**config.mk**
```make
export PLATFORM = sky130hd
export DESIGN_NAME = data_maker_param
export DESIGN_NICKNAME = d
export VERILOG_FILES = /design/src/rtl/data_maker_param.sv
export SDC_FILE = /design/constraint.sdc
export NUM_CORES = 1
export LEC_CHECK = 0
export CORE_MARGIN = 4
export CORE_UTILIZATION = 60
export DETAILED_ROUTE_END_ITERATION = 8
export PLACE_DENSITY = 0.87
export RECOVER_POWER = 50
export SYNTH_ARGS = -nofsm -noshare
export SYNTH_HDL_FRONTEND = slang
export SYNTH_SLANG_ARGS = --single-unit
```
**constraint.sdc**
```tcl
create_clock -name CLK -period 6.3 [get_ports CLK]
set_clock_uncertainty 0.15 [all_clocks]
set_input_delay 0.945 -clock CLK [delete_from_list [all_inputs] [get_ports CLK]]
set_output_delay 0.945 -clock CLK [all_outputs]
set_load 0.05 [all_outputs]
```
**src/rtl/data_maker_param.sv**
```systemverilog
// Parametrised stimulus sequencer: issues NSAMPLES words in one of four patterns,
// flags the final word and raises END_SIM once a drain period has elapsed.
module data_maker_param #(
    parameter int          WIDTH     = 32,
    parameter int          NSAMPLES  = 16,
    parameter int          DRAIN     = 8,
    parameter logic [31:0] START_VAL = 32'd0,
    parameter logic [31:0] LFSR_SEED = 32'd1,
    parameter logic [31:0] POLY      = 32'h80200003
) (
    input  logic                          CLK,
    input  logic                          RST_n,
    input  logic                          EN,
    input  logic [1:0]                    MODE,
    output logic [WIDTH-1:0]              DATA,
    output logic                          VOUT,
    output logic                          LAST,
    output logic [$clog2(NSAMPLES+1)-1:0] SAMPLE_CNT,
    output logic                          END_SIM
);

    localparam int CW = $clog2(NSAMPLES + 1);
    localparam int DW = (DRAIN > 0) ? $clog2(DRAIN + 1) : 1;

    localparam logic [WIDTH-1:0] ONE       = {{(WIDTH-1){1'b0}}, 1'b1};
    localparam logic [WIDTH-1:0] START_W   = WIDTH'(START_VAL);
    localparam logic [WIDTH-1:0] POLY_W    = WIDTH'(POLY);
    localparam logic [WIDTH-1:0] SEED_RAW  = WIDTH'(LFSR_SEED);
    // A zero seed would lock the LFSR, so it is replaced by 1
    localparam logic [WIDTH-1:0] SEED_W    = (SEED_RAW == '0) ? ONE : SEED_RAW;
    localparam logic [CW-1:0]    LAST_IDX  = CW'(NSAMPLES - 1);
    localparam logic [DW-1:0]    DRAIN_INI = DW'(DRAIN);

    typedef enum logic [1:0] {
        S_IDLE,
        S_RUN,
        S_DRAIN,
        S_DONE
    } state_t;

    state_t           state_reg, state_next;
    logic [1:0]       mode_reg, mode_next;
    logic [WIDTH-1:0] pat_reg, pat_next;
    logic [WIDTH-1:0] data_reg, data_next;
    logic             vout_reg, vout_next;
    logic             last_reg, last_next;
    logic [CW-1:0]    cnt_reg, cnt_next;
    logic [DW-1:0]    drain_reg, drain_next;
    logic             end_reg, end_next;

    logic             issue;
    logic [WIDTH-1:0] word;
    logic [1:0]       issue_mode;

    function automatic logic [WIDTH-1:0] seed_of(input logic [1:0] m);
        case (m)
            2'd1:    seed_of = SEED_W;
            2'd3:    seed_of = ONE;
            default: seed_of = START_W;
        endcase
    endfunction

    function automatic logic [WIDTH-1:0] step(input logic [WIDTH-1:0] x, input logic [1:0] m);
        case (m)
            2'd0:    step = x + ONE;
            2'd1:    step = (x >> 1) ^ (x[0] ? POLY_W : '0);
            2'd3:    step = {x[WIDTH-2:0], x[WIDTH-1]};
            default: step = x;
        endcase
    endfunction

    always_ff @(posedge CLK or negedge RST_n) begin
        if (!RST_n) begin
            state_reg <= S_IDLE;
            mode_reg  <= 2'd0;
            pat_reg   <= START_W;
            data_reg  <= '0;
            vout_reg  <= 1'b0;
            last_reg  <= 1'b0;
            cnt_reg   <= '0;
            drain_reg <= '0;
            end_reg   <= 1'b0;
        end else begin
            state_reg <= state_next;
            mode_reg  <= mode_next;
            pat_reg   <= pat_next;
            data_reg  <= data_next;
            vout_reg  <= vout_next;
            last_reg  <= last_next;
            cnt_reg   <= cnt_next;
            drain_reg <= drain_next;
            end_reg   <= end_next;
        end
    end

    always_comb begin
        state_next = state_reg;
        mode_next  = mode_reg;
        pat_next   = pat_reg;
        data_next  = data_reg;
        vout_next  = 1'b0;
        last_next  = 1'b0;
        cnt_next   = cnt_reg;
        drain_next = drain_reg;
        end_next   = end_reg;
        issue      = 1'b0;
        word       = pat_reg;
        issue_mode = mode_reg;

        case (state_reg)
            S_IDLE: begin
                mode_next = MODE;
                pat_next  = seed_of(MODE);
                if (EN) begin
                    issue      = 1'b1;
                    word       = seed_of(MODE);
                    issue_mode = MODE;
                end
            end
            S_RUN: begin
                issue = EN;
            end
            // The LAST cycle itself is spent here, so END_SIM lands DRAIN+1 cycles after it
            S_DRAIN: begin
                if (drain_reg == '0) begin
                    state_next = S_DONE;
                    end_next   = 1'b1;
                end else begin
                    drain_next = drain_reg - 1'b1;
                end
            end
            default: begin
            end
        endcase

        if (issue) begin
            data_next = word;
            pat_next  = step(word, issue_mode);
            vout_next = 1'b1;
            cnt_next  = cnt_reg + 1'b1;
            if (cnt_reg == LAST_IDX) begin
                last_next  = 1'b1;
                state_next = S_DRAIN;
                drain_next = DRAIN_INI;
            end else begin
                state_next = S_RUN;
            end
        end
    end

    assign DATA       = data_reg;
    assign VOUT       = vout_reg;
    assign LAST       = last_reg;
    assign SAMPLE_CNT = cnt_reg;
    assign END_SIM    = end_reg;

endmodule

```
==> flow_metrics.py <==
metrics = {
    "status": {
        "outcome": "finished, violations left",
        "violations": "max-capacitance violations, max-slew violations",
    },
    "cells_and_area": {
        "final_util": 0.701,
        "multi_input_area_um2": 2600,
        "regArea_um2": 2000,
        "antennaDiodeCount": 0,
        "fin_nets": 609,
        "num-fill-cells": 624,
        "drive_above_1_share": 0.0645,
        "instances_no_fill": 707,
        "layout_common_cells": "108 x nand2_1, 80 x dfrtp_1, 54 x o21ai_0, 43 x a21oi_1, 42 x nor2_1",
        "area_delta_synth_final_pct": 12.5,
        "mostFrequentLayoutCell": "nand2_1",
    },
    "worst_setup_path": {
        "worst-path-buf-inv": 2,
        "crit_type": "input pin to register",
        "crit_required_ns": 6.40,
        "crit_end": "pat_reg[18]$_DFFE_PN0P_",
        "critical_path_depth": 8,
        "r2r_slack_ns": 2.39,
        "worst_ep_arrival_time_ns": 4.61,
        "critical_path.top_delay_family": "buffers and inverters",
        "path_cells": "dlygate4sd3_1 -> nand2b_2 -> clkbuf_1 -> a211oi_2 -> nand2_1 -> nor3_1 -> a221oi_1 -> nand2_1",
        "r2r-start": "state_reg[1]$_DFFE_PN0P_",
        "critPathCaptureType": "register",
        "cpMaxStageDelayCell": "clkbuf_1",
        "startpoint": "EN",
        "cpPeakStageDelay_ns": 1.72,
        "rr_endpoint": "pat_reg[18]$_DFFE_PN0P_",
        "crit_path_start_kind": "input pin",
        "rr_worst_depth": 7,
        "crit_top_cell": "nand2_1",
        "crit_fanout": 55,
    },
    "yosys": {
        "synthesis.area_um2": 4860,
        "synth-main-ff-cell": "dfrtp_1",
        "synth-async-reset-ratio": 1.00,
        "avgSynthCellArea_um2": 8.26,
        "synth_seq_cells": 80,
        "synth_area_leaders": "dfrtp_1 41%, nand2_1 8.3%, o21ai_0 5.6%, a21oi_1 4.4%, nand3_1 3.3%",
        "yosysSeqAreaShare": 0.412,
        "ys_warn_count": 0,
        "synth-edff-count": 0,
        "syn_nets": 598,
        "postSynthCellCount": 589,
        "synth_top_area_cell": "dfrtp_1",
        "synth_cell_type_count": 65,
        "synthDominantCellAreaShare": 0.412,
    },
    "clocking": {
        "clkTransAtPathRegs_ns": 0.09,
        "cts_root_buffer": "clkbuf_8",
        "holdBufCountCts": 0,
        "h-tree-depth": 3,
        "clk_latency_ns": 0.37,
        "cts_tree": "built",
        "cts_buffers": 9,
        "cts.sink_count": 80,
        "post_cts_resized": 0,
        "clockBufferDepth": 2,
        "postCtsSetupBuffers": 0,
    },
    "timing": {
        "min_period_over_period": 0.715,
        "rsz0062_at_grt": "false",
        "min_period_ns": 4.51,
        "report.final.slew_viol_count": 86,
        "finalHoldViolations": 0,
        "worstMarginPinSlew_ns": 2.43,
        "hold_slack_ns": 0.332,
        "finalSetupViolCount": 0,
        "fmax_mhz": 222,
        "tns_ns": 0,
        "relSlewSlack": -0.620,
    },
    "die": {
        "fp.coreArea_um2": 7810,
        "initial_core_util": 0.623,
        "die_w_um": 98.0,
        "dieArea_um2": 9610,
        "ios": 45,
        "num_rows": 32,
        "fp.dieH_um": 98.0,
    },
    "power_and_ir_drop": {
        "total_power_mw": 2.93,
        "p_leak_nw": 2.22,
        "p_per_area_nw_per_um2": 535,
        "vdd_ir_drop_max_uv": 280,
    },
    "grt": {
        "grt_pass1_vias": 4625,
        "grt_max_degree": 81,
        "antenna_found_initial": 1,
        "grt_pass1_wl_um": 23800,
        "grt_usage": 0.308,
        "overflow": 0,
    },
    "flow_run": {
        "maxCapViolCount": 2,
    },
    "route": {
        "drt_iter0_markers": 638,
        "drc_errors": 0,
        "firstDrtPassIters": 7,
        "viasPerCell": 6.85,
        "postRouteWirelength_um": 14600,
        "wire_per_inst_um": 20.6,
        "drtAntennaViolNets": 0,
        "vias": 4845,
    },
    "worst_hold_path": {
        "hold_path.class": "register to register",
    },
    "placement": {
        "place_congestion": 0.988,
        "port_buffers": 44,
        "placed_cells": 691,
        "hpwl_um": 9540,
    },
}
-- through the flow --
step	setup slack [ns]	area [µm²]
after floorplan	2.94	4860
after global placement	2.23	5250
after detailed placement	1.99	5250
after CTS	2.38	5480
after global routing	1.58	5470
final	1.79	5470
-- Yosys cell counts, types with 9 or more instances --
master	n
mux2i_1	9
xnor2_1	13
nand2_1	108
buf_2	9
o211ai_1	9
inv_1	12
nor3_1	12
o21ai_0	54
nand4_1	11
clkbuf_1	28
a21oi_1	43
dfrtp_1	80
nor2_1	42
nand3_1	32
-- worst min path at each step --
stage                                start                      to  slack [ns]  depth (start not counted)
finish                DATA[31]$_DFFE_PN0P_    DATA[31]$_DFFE_PN0P_        0.33                          2
global route          DATA[31]$_DFFE_PN0P_    DATA[31]$_DFFE_PN0P_        0.36                          2
CTS                   DATA[31]$_DFFE_PN0P_    DATA[31]$_DFFE_PN0P_        0.33                          2
global placement      DATA[31]$_DFFE_PN0P_    DATA[31]$_DFFE_PN0P_        0.30                          2
floorplan           drain_reg[3]$_DFF_PN0_  drain_reg[3]$_DFF_PN0_        0.36                          1
detailed placement    DATA[31]$_DFFE_PN0P_    DATA[31]$_DFFE_PN0P_        0.31                          2
-- report_power, final --
part	switching, mW	internal, mW
clock network	0.205	0.226
logic	1.03	0.500
registers	0.269	0.694
-- worst min-delay path: stages (launching register included) --
cell and delay [ns]:
dfrtp_1 0.36, nand2_1 0.05, nand2_1 0.05
-- cell type report --
class	instances	share of cell area
repair buffers	49	0.0855
clock buffers	9	0.0226
clock inverters	7	0.0185
well taps	102	0.0233
multi-input cells	448	0.476
flip-flops and latches	80	0.366
inverters	12	0.00823
-- kinds of logic (layout without fill, tap and decap cells) --
logic type,Yosys count,in the layout,synth area share
mux,13,13,0.0301
buf+inv,61,77,0.0538
flops,80,80,0.412
compound gates,170,170,0.220
xor+xnor,17,17,0.0306
simple gates,244,244,0.244
fa+ha+maj,4,4,0.0103
-- metal layers --
layer	routed length [µm]	share of wire	vias to the layer above	track usage
li1	-	-	2135	-
met1	5800	0.40	2292	0.432
met2	6450	0.44	349	0.452
met3	1840	0.13	67	0.0800
met4	463	0.032	2	0.134
met5	12	0.00082	-	0
(Power assumes the default switching activity.)
